$ cat config.mk
export PLATFORM = sky130hd
export DESIGN_NAME = difftest_commit_tracker
export DESIGN_NICKNAME = d
export VERILOG_FILES = /design/src/rtl/difftest_commit_tracker.sv
export SDC_FILE = /design/constraint.sdc
export NUM_CORES = 1
export LEC_CHECK = 0
export CAP_MARGIN = 20
export CELL_PAD_IN_SITES_DETAIL_PLACEMENT = 0
export CELL_PAD_IN_SITES_GLOBAL_PLACEMENT = 1
export CORE_AREA = 2 2 367 369
export DETAILED_ROUTE_END_ITERATION = 8
export DIE_AREA = 0 0 369 371
export PLACE_DENSITY_LB_ADDON = 0.1
export SLEW_MARGIN = 20
export SYNTH_ARGS = -nofsm -noshare
export SYNTH_HDL_FRONTEND = slang
export SYNTH_SLANG_ARGS = --single-unit
export TNS_END_PERCENT = 100
$ cat constraint.sdc
create_clock -name clock -period 7.9 [get_ports clock]
set_input_delay 1.58 -clock clock [delete_from_list [all_inputs] [get_ports clock]]
set_output_delay 1.58 -clock clock [all_outputs]
set_load 0.01 [all_outputs]
$ cat src/rtl/difftest_commit_tracker.sv
// Registers retired lanes into Difftest commit records, detects the trap
// instruction, counts cycles/instructions and runs a no-commit watchdog.
module difftest_commit_tracker #(
    parameter int NR_COMMIT = 2,
    parameter int XLEN      = 64,
    parameter int TIMEOUT   = 5000
) (
    input  logic                      clock,
    input  logic                      reset,
    input  logic [NR_COMMIT-1:0]      in_valid,
    input  logic [NR_COMMIT*XLEN-1:0] in_pc,
    input  logic [NR_COMMIT*32-1:0]   in_inst,
    input  logic [NR_COMMIT-1:0]      in_wen,
    input  logic [NR_COMMIT*5-1:0]    in_wdest,
    input  logic [NR_COMMIT*XLEN-1:0] in_wdata,
    input  logic [XLEN-1:0]           in_a0,
    output logic [NR_COMMIT-1:0]      cmt_valid,
    output logic [NR_COMMIT*XLEN-1:0] cmt_pc,
    output logic [NR_COMMIT*32-1:0]   cmt_inst,
    output logic [NR_COMMIT-1:0]      cmt_wen,
    output logic [NR_COMMIT*8-1:0]    cmt_wdest,
    output logic [NR_COMMIT*XLEN-1:0] cmt_wdata,
    output logic                      trap_valid,
    output logic [7:0]                trap_code,
    output logic [XLEN-1:0]           trap_pc,
    output logic                      timeout,
    output logic [63:0]               cycle_cnt,
    output logic [63:0]               instr_cnt
);

    localparam logic        WD_EN  = (TIMEOUT != 0);
    localparam logic [31:0] WD_MAX = 32'(TIMEOUT);
    localparam logic [31:0] WD_LIM = WD_EN ? 32'(TIMEOUT - 1) : 32'd0;

    logic [NR_COMMIT-1:0] fwd;
    logic [2:0]           fwd_n;
    logic                 hit;
    logic [XLEN-1:0]      hit_pc;
    logic [XLEN-1:0]      fwd_pc;
    logic                 open;
    logic                 wd_fire;
    logic [31:0]          idle_cnt;
    logic [XLEN-1:0]      last_pc;

    // Accept the contiguous valid prefix, stopping after the first trap lane.
    always_comb begin
        fwd    = '0;
        fwd_n  = 3'd0;
        hit    = 1'b0;
        hit_pc = '0;
        fwd_pc = last_pc;
        open   = 1'b1;
        for (int i = 0; i < NR_COMMIT; i++) begin
            if (open && in_valid[i]) begin
                fwd[i] = 1'b1;
                fwd_n  = fwd_n + 3'd1;
                fwd_pc = in_pc[i*XLEN +: XLEN];
                if (in_inst[i*32 +: 7] == 7'h6b) begin
                    hit    = 1'b1;
                    hit_pc = in_pc[i*XLEN +: XLEN];
                    open   = 1'b0;
                end
            end else begin
                open = 1'b0;
            end
        end
    end

    // Fires on the TIMEOUT-th cycle since the last forwarded lane.
    assign wd_fire = WD_EN && (idle_cnt >= WD_LIM);

    always_ff @(posedge clock) begin
        if (!reset) begin
            cmt_valid  <= '0;
            cmt_pc     <= '0;
            cmt_inst   <= '0;
            cmt_wen    <= '0;
            cmt_wdest  <= '0;
            cmt_wdata  <= '0;
            trap_valid <= 1'b0;
            trap_code  <= 8'h00;
            trap_pc    <= '0;
            timeout    <= 1'b0;
            cycle_cnt  <= 64'd0;
            instr_cnt  <= 64'd0;
            idle_cnt   <= 32'd0;
            last_pc    <= '0;
        end else if (trap_valid) begin
            cmt_valid <= '0;
        end else begin
            cycle_cnt <= cycle_cnt + 64'd1;
            instr_cnt <= instr_cnt + {61'd0, fwd_n};
            cmt_valid <= fwd;
            last_pc   <= fwd_pc;
            for (int i = 0; i < NR_COMMIT; i++) begin
                if (fwd[i]) begin
                    cmt_pc[i*XLEN +: XLEN]   <= in_pc[i*XLEN +: XLEN];
                    cmt_inst[i*32 +: 32]     <= in_inst[i*32 +: 32];
                    cmt_wen[i]               <= in_wen[i] &
                                                (in_wdest[i*5 +: 5] != 5'd0);
                    cmt_wdest[i*8 +: 8]      <= {3'd0, in_wdest[i*5 +: 5]};
                    cmt_wdata[i*XLEN +: XLEN] <= in_wdata[i*XLEN +: XLEN];
                end
            end
            if (fwd_n != 3'd0)
                idle_cnt <= 32'd0;
            else if (idle_cnt < WD_MAX)
                idle_cnt <= idle_cnt + 32'd1;
            if (hit) begin
                trap_valid <= 1'b1;
                trap_code  <= in_a0[7:0];
                trap_pc    <= hit_pc;
            end else if (wd_fire) begin
                trap_valid <= 1'b1;
                timeout    <= 1'b1;
                trap_code  <= 8'hFF;
                trap_pc    <= last_pc;
            end
        end
    end

endmodule
=== Yosys cells after proc, flatten, opt, wreduce, memory -nomap -nowiden ===
Index checks and enable logic that the tools add are counted.

* Add/subtract/negate cells: 4
* $lt $le $gt $ge: 2
* Equality and inequality tests: 2
* Muxes and demuxes: 25
* Bitwise logic cells: 5
* Reductions and logical operators: 14

{| class="wikitable"
|+ Operators by type and width
! kind !! count
|-
| 2-to-1 mux 64 bit || 8
|-
| adder 64 x 1 -> 64 bit (second input constant) || 1
|-
| adder 64 x 3 -> 64 bit || 1
|-
| 2-to-1 mux 32 bit || 2
|-
| adder 32 x 1 -> 32 bit (second input constant) || 1
|-
| greater-or-equal comparator 32 x 13 -> 1 bit (second input constant) || 1
|-
| < comparator 32 x 13 -> 1 bit (second input constant) || 1
|-
| 2-to-1 mux 8 bit || 2
|-
| equality test 7 bit (second input constant) || 2
|-
| 2-to-1 mux 1 bit || 12
|-
| AND reduction 2 bit || 5
|-
| nonzero test 5 bit || 2
|-
| nonzero test 2 bit || 3
|-
| adder 3 x 1 -> 3 bit (second input constant) || 1
|-
| 2-to-1 mux 3 bit || 1
|-
| inverter 1 bit || 3
|-
| AND reduction 3 bit || 1
|-
| nonzero test 3 bit || 1
|-
| bitwise AND 1 bit || 2
|-
| OR reduction 2 bit || 1
|-
| logical AND 1 bit || 1
|}

* Bits in registers: 632
* Input bits: 400
* Word-level logic and storage cells: 71

=== Depth between registers and ports, before layout ===
Gate-level depths: netlist (run 1).

* Word-level depth: 8
* Mapped depth: 13
* Gate-level depth less buffers: 12

=== Worst setup path after synthesis (run 1) ===
No wires, ideal clock.

* Path kind: input -> register
* Start point: input port in_inst[1]
* End point: register instr_cnt[36]
* Arrival time: 4.550 ns
* Path slack: 3.279 ns
* Stages: 12
* Path through: and4b_1 -> nand2_1 -> nand3_1 -> ha_1 -> ha_1 -> inv_1 -> fa_1 -> nand4bb_1 -> nor2_1 -> nand4_1 -> or4b_1 -> a21oi_1

* Longest elaborated chain between the ends: 6

{| class="wikitable"
|+ Ends and longest elaborated chain
! item !! line !! source
|-
| from (decl) || 12 || <nowiki>input logic [NR_COMMIT*32-1:0] in_inst,</nowiki>
|-
| equality test 7 bit || 58 || <nowiki>if (in_inst[i*32 +: 7] == 7'h6b) begin</nowiki>
|-
| 2-to-1 mux 1 bit || 58 ||
|-
| 2-to-1 mux 1 bit || 54 || <nowiki>if (open && in_valid[i]) begin</nowiki>
|-
| logical AND 1 bit || 54 ||
|-
| 2-to-1 mux 3 bit || 54 ||
|-
| adder 64 x 3 -> 64 bit || 92 || <nowiki>instr_cnt <= instr_cnt + {61'd0, fwd_n};</nowiki>
|-
| to (signal assigned) || 92 ||
|-
| to (decl) || 28 || <nowiki>output logic [63:0] instr_cnt</nowiki>
|}

No other way between the ends.
A chain may end at the register's enable or synchronous reset.

=== Worst setup path in the final report (run 1) ===
* Start point: input port in_inst[1]
* End point: register instr_cnt[56]

The elaborated chain is that of the path after synthesis.

==> summary.md, run 1 <==
| Metric | Value |
|---|---|
| Placeable Area | 132800 um2 |
| DRC | 0 |
| Worst skew pair latency | 0.69 ns |
| H-tree depth | 3 |
| Cell Area, Synth | 24810 um2 |
| Post-synth EDFFs | 0 |
| Critical Path Sink Type | flip-flop |
| Seq/Total Area, Yosys | 51.00% |
| Postcts setup bufs | 0 |
| Vias in the first global route | 24220 |
| WP depth | 14 |
| Global route total overflow | 0 |
| Clock sink total | 632 |
| Clock transition at path regs | 0.05 ns |
| Vias | 24700 |
| Final Cycle Share | 71.81% |
| Clock share of power | 48.3% |
| Hold buffers post-CTS | 0 |
| RSZ-0062 raised after global routing | false |
| Gate power share | 10.7% |
| Required @ worst endpoint | 8.50 ns |
| Slew @ Worst Pin | 1.095 ns |
| First-pass GRT wire length | 185400 um |
| Arrival time worst endpoint | 6.27 ns |
| Port bufs | 879 |
| Number of fill cells | 14300 |
| Tightest Hold Check Type | flip-flop to flip-flop |
| Crit start category | input port |
| Final GP Congestion | 0.7541 |
| 1st-pass router iterations | 6 |
| Pin count of the biggest net entering global routing | 136 |
| Initial antenna violation count | 37 |
| Max-slew headroom | 26.98% |
| CTS tree | yes |
| Share of layout cells above drive strength 1 | 5.004% |
| Setup_tns | 0 ns |
| Initial Utilization | 18.68% |
| PwrDens | 215.5 nW/um2 |
| Worst r2r path cells | 8 |
| Hold Fails Final Rpt | 0 |
| Total Nets Final | 4142 |
| Top delay family on crit path | simple AND/OR/NAND/NOR gates |
| Reg-to-Reg End | instr_cnt[56]$_SDFFE_PN0N_ |
| Total power | 8.222 mW |
| Minimum clock period | 5.673 ns |
| Status | complete, no violations |
| Worst reg2reg setup slack | 4.66 ns |
| Setup violations, final | 0 |
| Cell Chain, Critical Path | clkdlybuf4s50_1 > and4b_1 > nand2_1 > buf_4 > nand3_1 > ha_1 > ha_1 > inv_1 > fa_1 > nand4bb_1 > nor2_1 > nand3_1 > or4_1 > a21oi_1 |
| CTS Root Cell | clkbuf_16 |
| Slowest cell on the critical path | nor2_1 |
| Critical Path Source | in_inst[1] |
| Reg-to-Reg Start | instr_cnt[0]$_SDFFE_PN0N_ |
| Via density | 4.430 |
| Max-Cap Viols | 0 |
| #FFs+latches synth | 632 |
| Cell row count | 134 |
| Flop pwr share | 41.0% |
| Most common cell after layout, fill and taps aside | clkdlybuf4s50_1 |
| Die area | 136900 um2 |
| Post-synth top flop | dfxtp_1 |
| Top-area cell type share of the netlist area | 51.00% |
| Fin area | 38150 um2 |
| CTS Buf Count | 85 |
| Count of cell types in the netlist | 58 |
| Area contributors post-synth | dfxtp_1, nand2_1, a21oi_1, clkbuf_1, a222oi_1 |
| Switching portion of total power | 26.18% |
| DPL Wire Length | 94060 um |
| Clk_skew | 0.02748 ns |
| Most frequent cells in the layout | clkdlybuf4s50_1, nand2_1, dfxtp_1 |
| Asr flop ratio synth | 0% |
| Static leakage | 12.89 nW |
| Cell-internal power | 6.069 mW |
| Area Overhead vs Synth | 53.77% |
| Synth Area per Inst | 8.368 um2 |
| Worst Path Max Fanout | 18 |
| Post-Synthesis Cells | 2965 |
| Clk buf depth | 3 |
| DIE WIDTH | 369 um |
| CP max stage delay | 0.59 ns |
| DR iter-0 viols | 1852 |
| Final Slew Violations | 0 |
| Post-place instance area | 35320 um2 |
| Post-Route WL | 132900 um |
| Fmax achieved | 176.3 MHz |
| Global Route Usage Sum | 18.51% |
| DRT antenna net count | 0 |
| DR WL/cell | 23.83 um |
| VDD IR max | 0.0001599 V |
| Post-CTS Resized | 0 |
| Crit path kind | input port to flip-flop |
| Crit path buffers/inverters | 3 |
| Net Sw Power | 2.152 mW |
| Synth warn | 0 |
| I/O pin count | 942 |
| Yosys top cell by area | dfxtp_1 |
| Die Ht | 371 um |
| Critical path destination | instr_cnt[56]$_SDFFE_PN0N_ |
[cell type report]
class	count	area, um2	share of cell area (%)
sequential	632	12650	33.16
clock buffer	125	2487	6.520
inverter	24	97.59	0.2558
timing repair buffer	911	9115	23.89
multi-input combinational	2082	11240	29.47
clock inverter	23	317.8	0.8330
tap	1768	2212	5.798
antenna	11	27.53	0.07215
[metrics by stage]
stage               hold slack, ns  setup WS, ns  util (%)  cells
CTS                         0.4530         2.104     28.71   5565
finish                      0.4503         2.227     28.73   5576
global route                0.4672         1.830     28.72   5569
floorplan                   0.4411         3.279         -   2970
global placement            0.4416         1.304     26.60   5417
detailed placement          0.4453         1.364     26.60   5417
[worst reg2reg max path: cells and delay by family, from the launching register on]
family	cells	cell delay [ns]
AO/OA/AOI/OAI	1	0.14
adder cells (fa/ha/maj)	2	0.61
buffers and inverters	1	0.05
flip-flops	1	0.36
AND/OR/NAND/NOR	4	1.99
[sequential cells by signal, indices dropped and copies added, names as in the netlist, 32 cells and up]
name,flops
cycle_cnt,64
instr_cnt,64
cmt_wdata,128
idle_cnt,32
trap_pc,64
cmt_inst,64
last_pc,64
cmt_pc,128
[cells in the mapped netlist (all sizes together) (3+ instances only)]
cell type and number:
dfxtp 632, inv 23, mux2i 56, or4 39, nor2 154, nand4b 6, ha 5, buf 23
o21a 60, xor2 30, or3 34, clkbuf 209, a21oi 400, a31oi 14, nand2 797, a21o 13
nor4 17, a222oi 63, and3 34, o221a 8, o31ai 33, nor3 22, and4 12, nor3b 3
o41ai 19, and2 8, o221ai 52, nand3 57, o211ai 4, or2 3, xnor2 32, o21ai 30
nand4 51
[power groups by stage]
stage	Combinational [mW]	Clock [mW]	Sequential, mW
floorplan	0.281	0	3.48
global placement	0.897	0	3.44
detailed placement	0.894	0	3.44
CTS	0.897	4.14	3.37
global route	0.945	4.25	3.39
finish	0.878	3.97	3.37
[per-layer routing]
metal | vias up | wire length, um | track usage (%)
li1 | 11960 | - | -
met1 | 11810 | 55300 | 22.26
met4 | 48 | 3158 | 4.882
met5 | - | 292 | 0
met2 | 692 | 63050 | 30.52
met3 | 192 | 11100 | 7.371
[worst min-delay path by stage]
stage                                 from                           to  slack, ns  depth (start not counted)
5_1_grt        cmt_wdata[115]$_SDFFE_PN0P_  cmt_wdata[115]$_SDFFE_PN0P_       0.47                          2
3_5_place_dp   cmt_wdata[107]$_SDFFE_PN0P_  cmt_wdata[107]$_SDFFE_PN0P_       0.45                          2
3_3_place_gp    cmt_wdata[93]$_SDFFE_PN0P_   cmt_wdata[93]$_SDFFE_PN0P_       0.44                          2
2_1_floorplan    idle_cnt[20]$_SDFFE_PN0P_    idle_cnt[20]$_SDFFE_PN0P_       0.44                          1
4_1_cts        cmt_wdata[107]$_SDFFE_PN0P_  cmt_wdata[107]$_SDFFE_PN0P_       0.45                          2
6_report       cmt_wdata[107]$_SDFFE_PN0P_  cmt_wdata[107]$_SDFFE_PN0P_       0.45                          2
[logic make-up after synthesis]
logic type	count (synthesis)	synth area share, %
AO/OA/AOI/OAI	704	18.05
flip-flops	632	51.00
adder cells (fa/ha/maj)	6	0.3328
XOR/XNOR	62	2.189
buffers and inverters	256	4.055
multiplexers	56	2.259
other	1	0.01511
AND/OR/NAND/NOR	1248	22.10
Power figures use the tool's default switching activity.
==> run 2: changes to the inputs <==
--- a/config.mk
+++ b/config.mk
@@ -8,9 +8,9 @@
 export CAP_MARGIN = 20
 export CELL_PAD_IN_SITES_DETAIL_PLACEMENT = 0
 export CELL_PAD_IN_SITES_GLOBAL_PLACEMENT = 1
-export CORE_AREA = 2 2 367 369
+export CORE_AREA = 2 2 363 365
 export DETAILED_ROUTE_END_ITERATION = 8
-export DIE_AREA = 0 0 369 371
+export DIE_AREA = 0 0 365 367
 export PLACE_DENSITY_LB_ADDON = 0.1
 export SLEW_MARGIN = 20
 export SYNTH_ARGS = -nofsm -noshare
==> constraint.sdc (replaced) <==
create_clock -name clock -period 4.95 [get_ports clock]
set_input_delay 0.99 -clock clock [delete_from_list [all_inputs] [get_ports clock]]
set_output_delay 0.99 -clock clock [all_outputs]
set_load 0.01 [all_outputs]
==> run 2 against run 1 <==
Against the previous run: worst setup slack got worse by 1.3 ns; first-iteration DRC count fell by 5.3%; register-to-register slack got worse by 3.1 ns; global-route usage rose by 0.30 points; flip-flop and latch count did not move; worst hold slack improved by 0.00094 ns; clock skew fell by 0.013 ns; power rose by 61%; utilization rose by 0.71 points; largest cell class unchanged.
==> summary.md, run 2 (synthesis results as in run 1) <==
| Metric | Value |
|---|---|
| Post-CTS Resized | 0 (unchanged) |
| Slew @ Worst Pin | 1.018 ns (-0.07756 ns) |
| Placeable Area | 130500 um2 (-1.7%) |
| PwrDens | 345.3 nW/um2 (+60%) |
| Total Nets Final | 4153 (+0.27%) |
| Port bufs | 879 (unchanged) |
| Initial Utilization | 19.02% (+0.33 points) |
| Critical Path Sink Type | flip-flop |
| 1st-pass router iterations | 8 (+2) |
| DRT antenna net count | 0 (unchanged) |
| Vias | 24680 (-0.10%) |
| Hold Fails Final Rpt | 0 (unchanged) |
| Final Slew Violations | 0 (unchanged) |
| Global Route Usage Sum | 18.81% (+0.30 points) |
| DIE WIDTH | 365 um (-1.1%) |
| Clk_skew | 0.01420 ns (-0.01328 ns) |
| Fin util | 29.44% (+0.71 points) |
| Clk buf depth | 3 (unchanged) |
| I/O pin count | 942 (unchanged) |
| Worst skew pair latency | 0.68 ns (about the same) |
| Global route total overflow | 0 (unchanged) |
| Worst Path Max Fanout | 9 (-9) |
| Pin count of the biggest net entering global routing | 140 (+2.9%) |
| Worst hold path depth | 2 (unchanged) |
| Final GP Congestion | 0.7682 (+1.9%) |
| Met3 Track Usage GR | 6.193% (-1.2 points) |
| Largest regs | cmt_pc (128), cmt_wdata (128) |
| Hold buffers post-CTS | 0 (unchanged) |
| Die Ht | 367 um (-1.1%) |
| Initial antenna violation count | 26 (-30%) |
| Status | complete, no violations |
| Final Cycle Share | 81.33% |
| H-tree depth | 3 (unchanged) |
| Required @ worst endpoint | 5.55 ns (-2.95 ns) |
| Net Sw Power | 3.391 mW (+58%) |
| Clock share of power | 48.8% (+0.5 points) |
| Clock sink total | 632 (unchanged) |
| Crit path kind | input port to flip-flop |
| CTS tree | yes |
| Min-delay src | cmt_wdata[4]$_SDFFE_PN0P_ |
| Setup_tns | 0 ns (unchanged) |
| Post-Route WL | 130800 um (-1.6%) |
| Vias in the first global route | 23920 (-1.2%) |
| Met2 usage | 31.24% (+0.72 points) |
| Via density | 4.423 (-0.17%) |
| Setup violations, final | 0 (unchanged) |
| DR WL/cell | 23.44 um (-1.6%) |
| Worst reg2reg setup slack | 1.61 ns (-3.05 ns) |
| Arrival time worst endpoint | 4.62 ns (-1.65 ns) |
| CTS Root Cell | clkbuf_16 |
| Hold endpoint | cmt_wdata[4]$_SDFFE_PN0P_ |
| Fmax achieved | 248.4 MHz |
| GR Layer Usage met1 | 23.43% (+1.2 points) |
| Max-Cap Viols | 0 (unchanged) |
| Static leakage | 13.03 nW (+1.1%) |
| DR iter-0 viols | 1753 (-5.3%) |
| Die area | 134000 um2 (-2.2%) |
| Crit start category | input port |
| Switching portion of total power | 25.56% (-0.62 points) |
| CTS Buf Count | 84 (-1.2%) |
| Postcts setup bufs | 0 (unchanged) |
| Number of fill cells | 13980 (-2.2%) |
| Gate power share | 10.6% (about the same) |
| Tightest Hold Check Type | flip-flop to flip-flop |
| Area Overhead vs Synth | 54.81% |
| Global route hottest layer | met2 |
| Most frequent cells in the layout | clkdlybuf4s50_1, nand2_1, dfxtp_1 |
| Minimum clock period | 4.026 ns |
| DPL Wire Length | 93380 um (-0.72%) |
| RSZ-0062 raised after global routing | false |
| Reg-to-Reg Start | idle_cnt[0]$_SDFFE_PN0P_ |
| Reg-to-Reg End | trap_pc[32]$_SDFFE_PN0P_ |
| First-pass GRT wire length | 184200 um (-0.64%) |
| Cell-internal power | 9.873 mW (+63%) |
| Share of layout cells above drive strength 1 | 5.474% (+0.47 points) |
| Most common cell after layout, fill and taps aside | clkdlybuf4s50_1 |
| DRC | 0 (unchanged) |
| VDD IR max | 0.0002606 V (+63%) |
| Clock transition at path regs | 0.06 ns (about the same) |
| Cell row count | 133 (-0.75%) |
| Worst r2r path cells | 7 (-1) |
| Max-slew headroom | 32.15% (+5.2 points) |
| Flop pwr share | 40.6% (-0.4 points) |
[run 2: cell types whose count changed in the layout (fill, tap and decap cells not counted), sizes merged]
cell      delta
clkinvlp     +2
clkbuf      +12
diode        -4
inv          -4
clkinv       -1
buf         +12
[run 2: worst max-delay path by stage]
| stage | startpoint | endpoint | cells after the start |
|---|---|---|---|
| 2_1_floorplan | in_inst[1] | instr_cnt[36]$_SDFFE_PN0N_ | 12 |
| 3_3_place_gp | in_inst[2] | instr_cnt[52]$_SDFFE_PN0N_ | 14 |
| 5_1_grt | in_inst[2] | instr_cnt[52]$_SDFFE_PN0N_ | 14 |
| 3_5_place_dp | in_inst[2] | instr_cnt[52]$_SDFFE_PN0N_ | 14 |
| 6_report | in_inst[2] | instr_cnt[52]$_SDFFE_PN0N_ | 14 |
| 4_1_cts | in_inst[2] | instr_cnt[52]$_SDFFE_PN0N_ | 14 |
[run 2: final cells by class]
type,instances,area (um2),area share (%)
sequential,632,12650,32.94
clock inverter,20,264.0,0.6873
antenna,7,17.52,0.04561
tap,1755,2196,5.717
clock buffer,137,2656,6.916
inverter,24,97.59,0.2541
multi-input combinational,2082,11250,29.28
timing repair buffer,923,9280,24.16
[run 2: critical path, stage by stage]
cell and delay (ns):
clkdlybuf4s50_1 0.47, and4b_1 0.22, nand2_1 0.22, nand3_1 0.14
ha_1 0.36, ha_1 0.19, inv_1 0.06, fa_1 0.44
nand4bb_1 0.26, nor2_1 0.13, buf_4 0.19, nand3_1 0.27
or4_1 0.55, a21oi_1 0.14
[run 2: routing by layer]
metal	share of wire, %	wire length [um]	up-vias
li1	-	-	12000
met1	43	55800	11860
met2	48	62720	642
met3	7.3	9517	148
met4	2.0	2579	30
met5	0.15	191	-
[run 2: per-stage QoR]
step	power (mW)	std cells	area (um2)	hold slack (ns)	setup WS [ns]
floorplan	5.996	2970	24830	0.4411	0.9192
global placement	6.919	5416	35470	0.4420	0.09556
detailed placement	6.918	5416	35470	0.4455	0.1420
CTS	13.55	5573	38390	0.4536	0.8705
global route	13.82	5576	38400	0.4645	0.6263
finish	13.26	5580	38410	0.4512	0.9241
[run 2: power groups by stage]
| stage | clock [mW] | sequential (mW) | combinational [mW] |
|---|---|---|---|
| final | 6.48 | 5.38 | 1.41 |
| after detailed placement | 0 | 5.49 | 1.43 |
| after global routing | 6.90 | 5.40 | 1.51 |
| after global placement | 0 | 5.49 | 1.43 |
| after floorplan | 0 | 5.55 | 0.448 |
| after CTS | 6.73 | 5.38 | 1.43 |
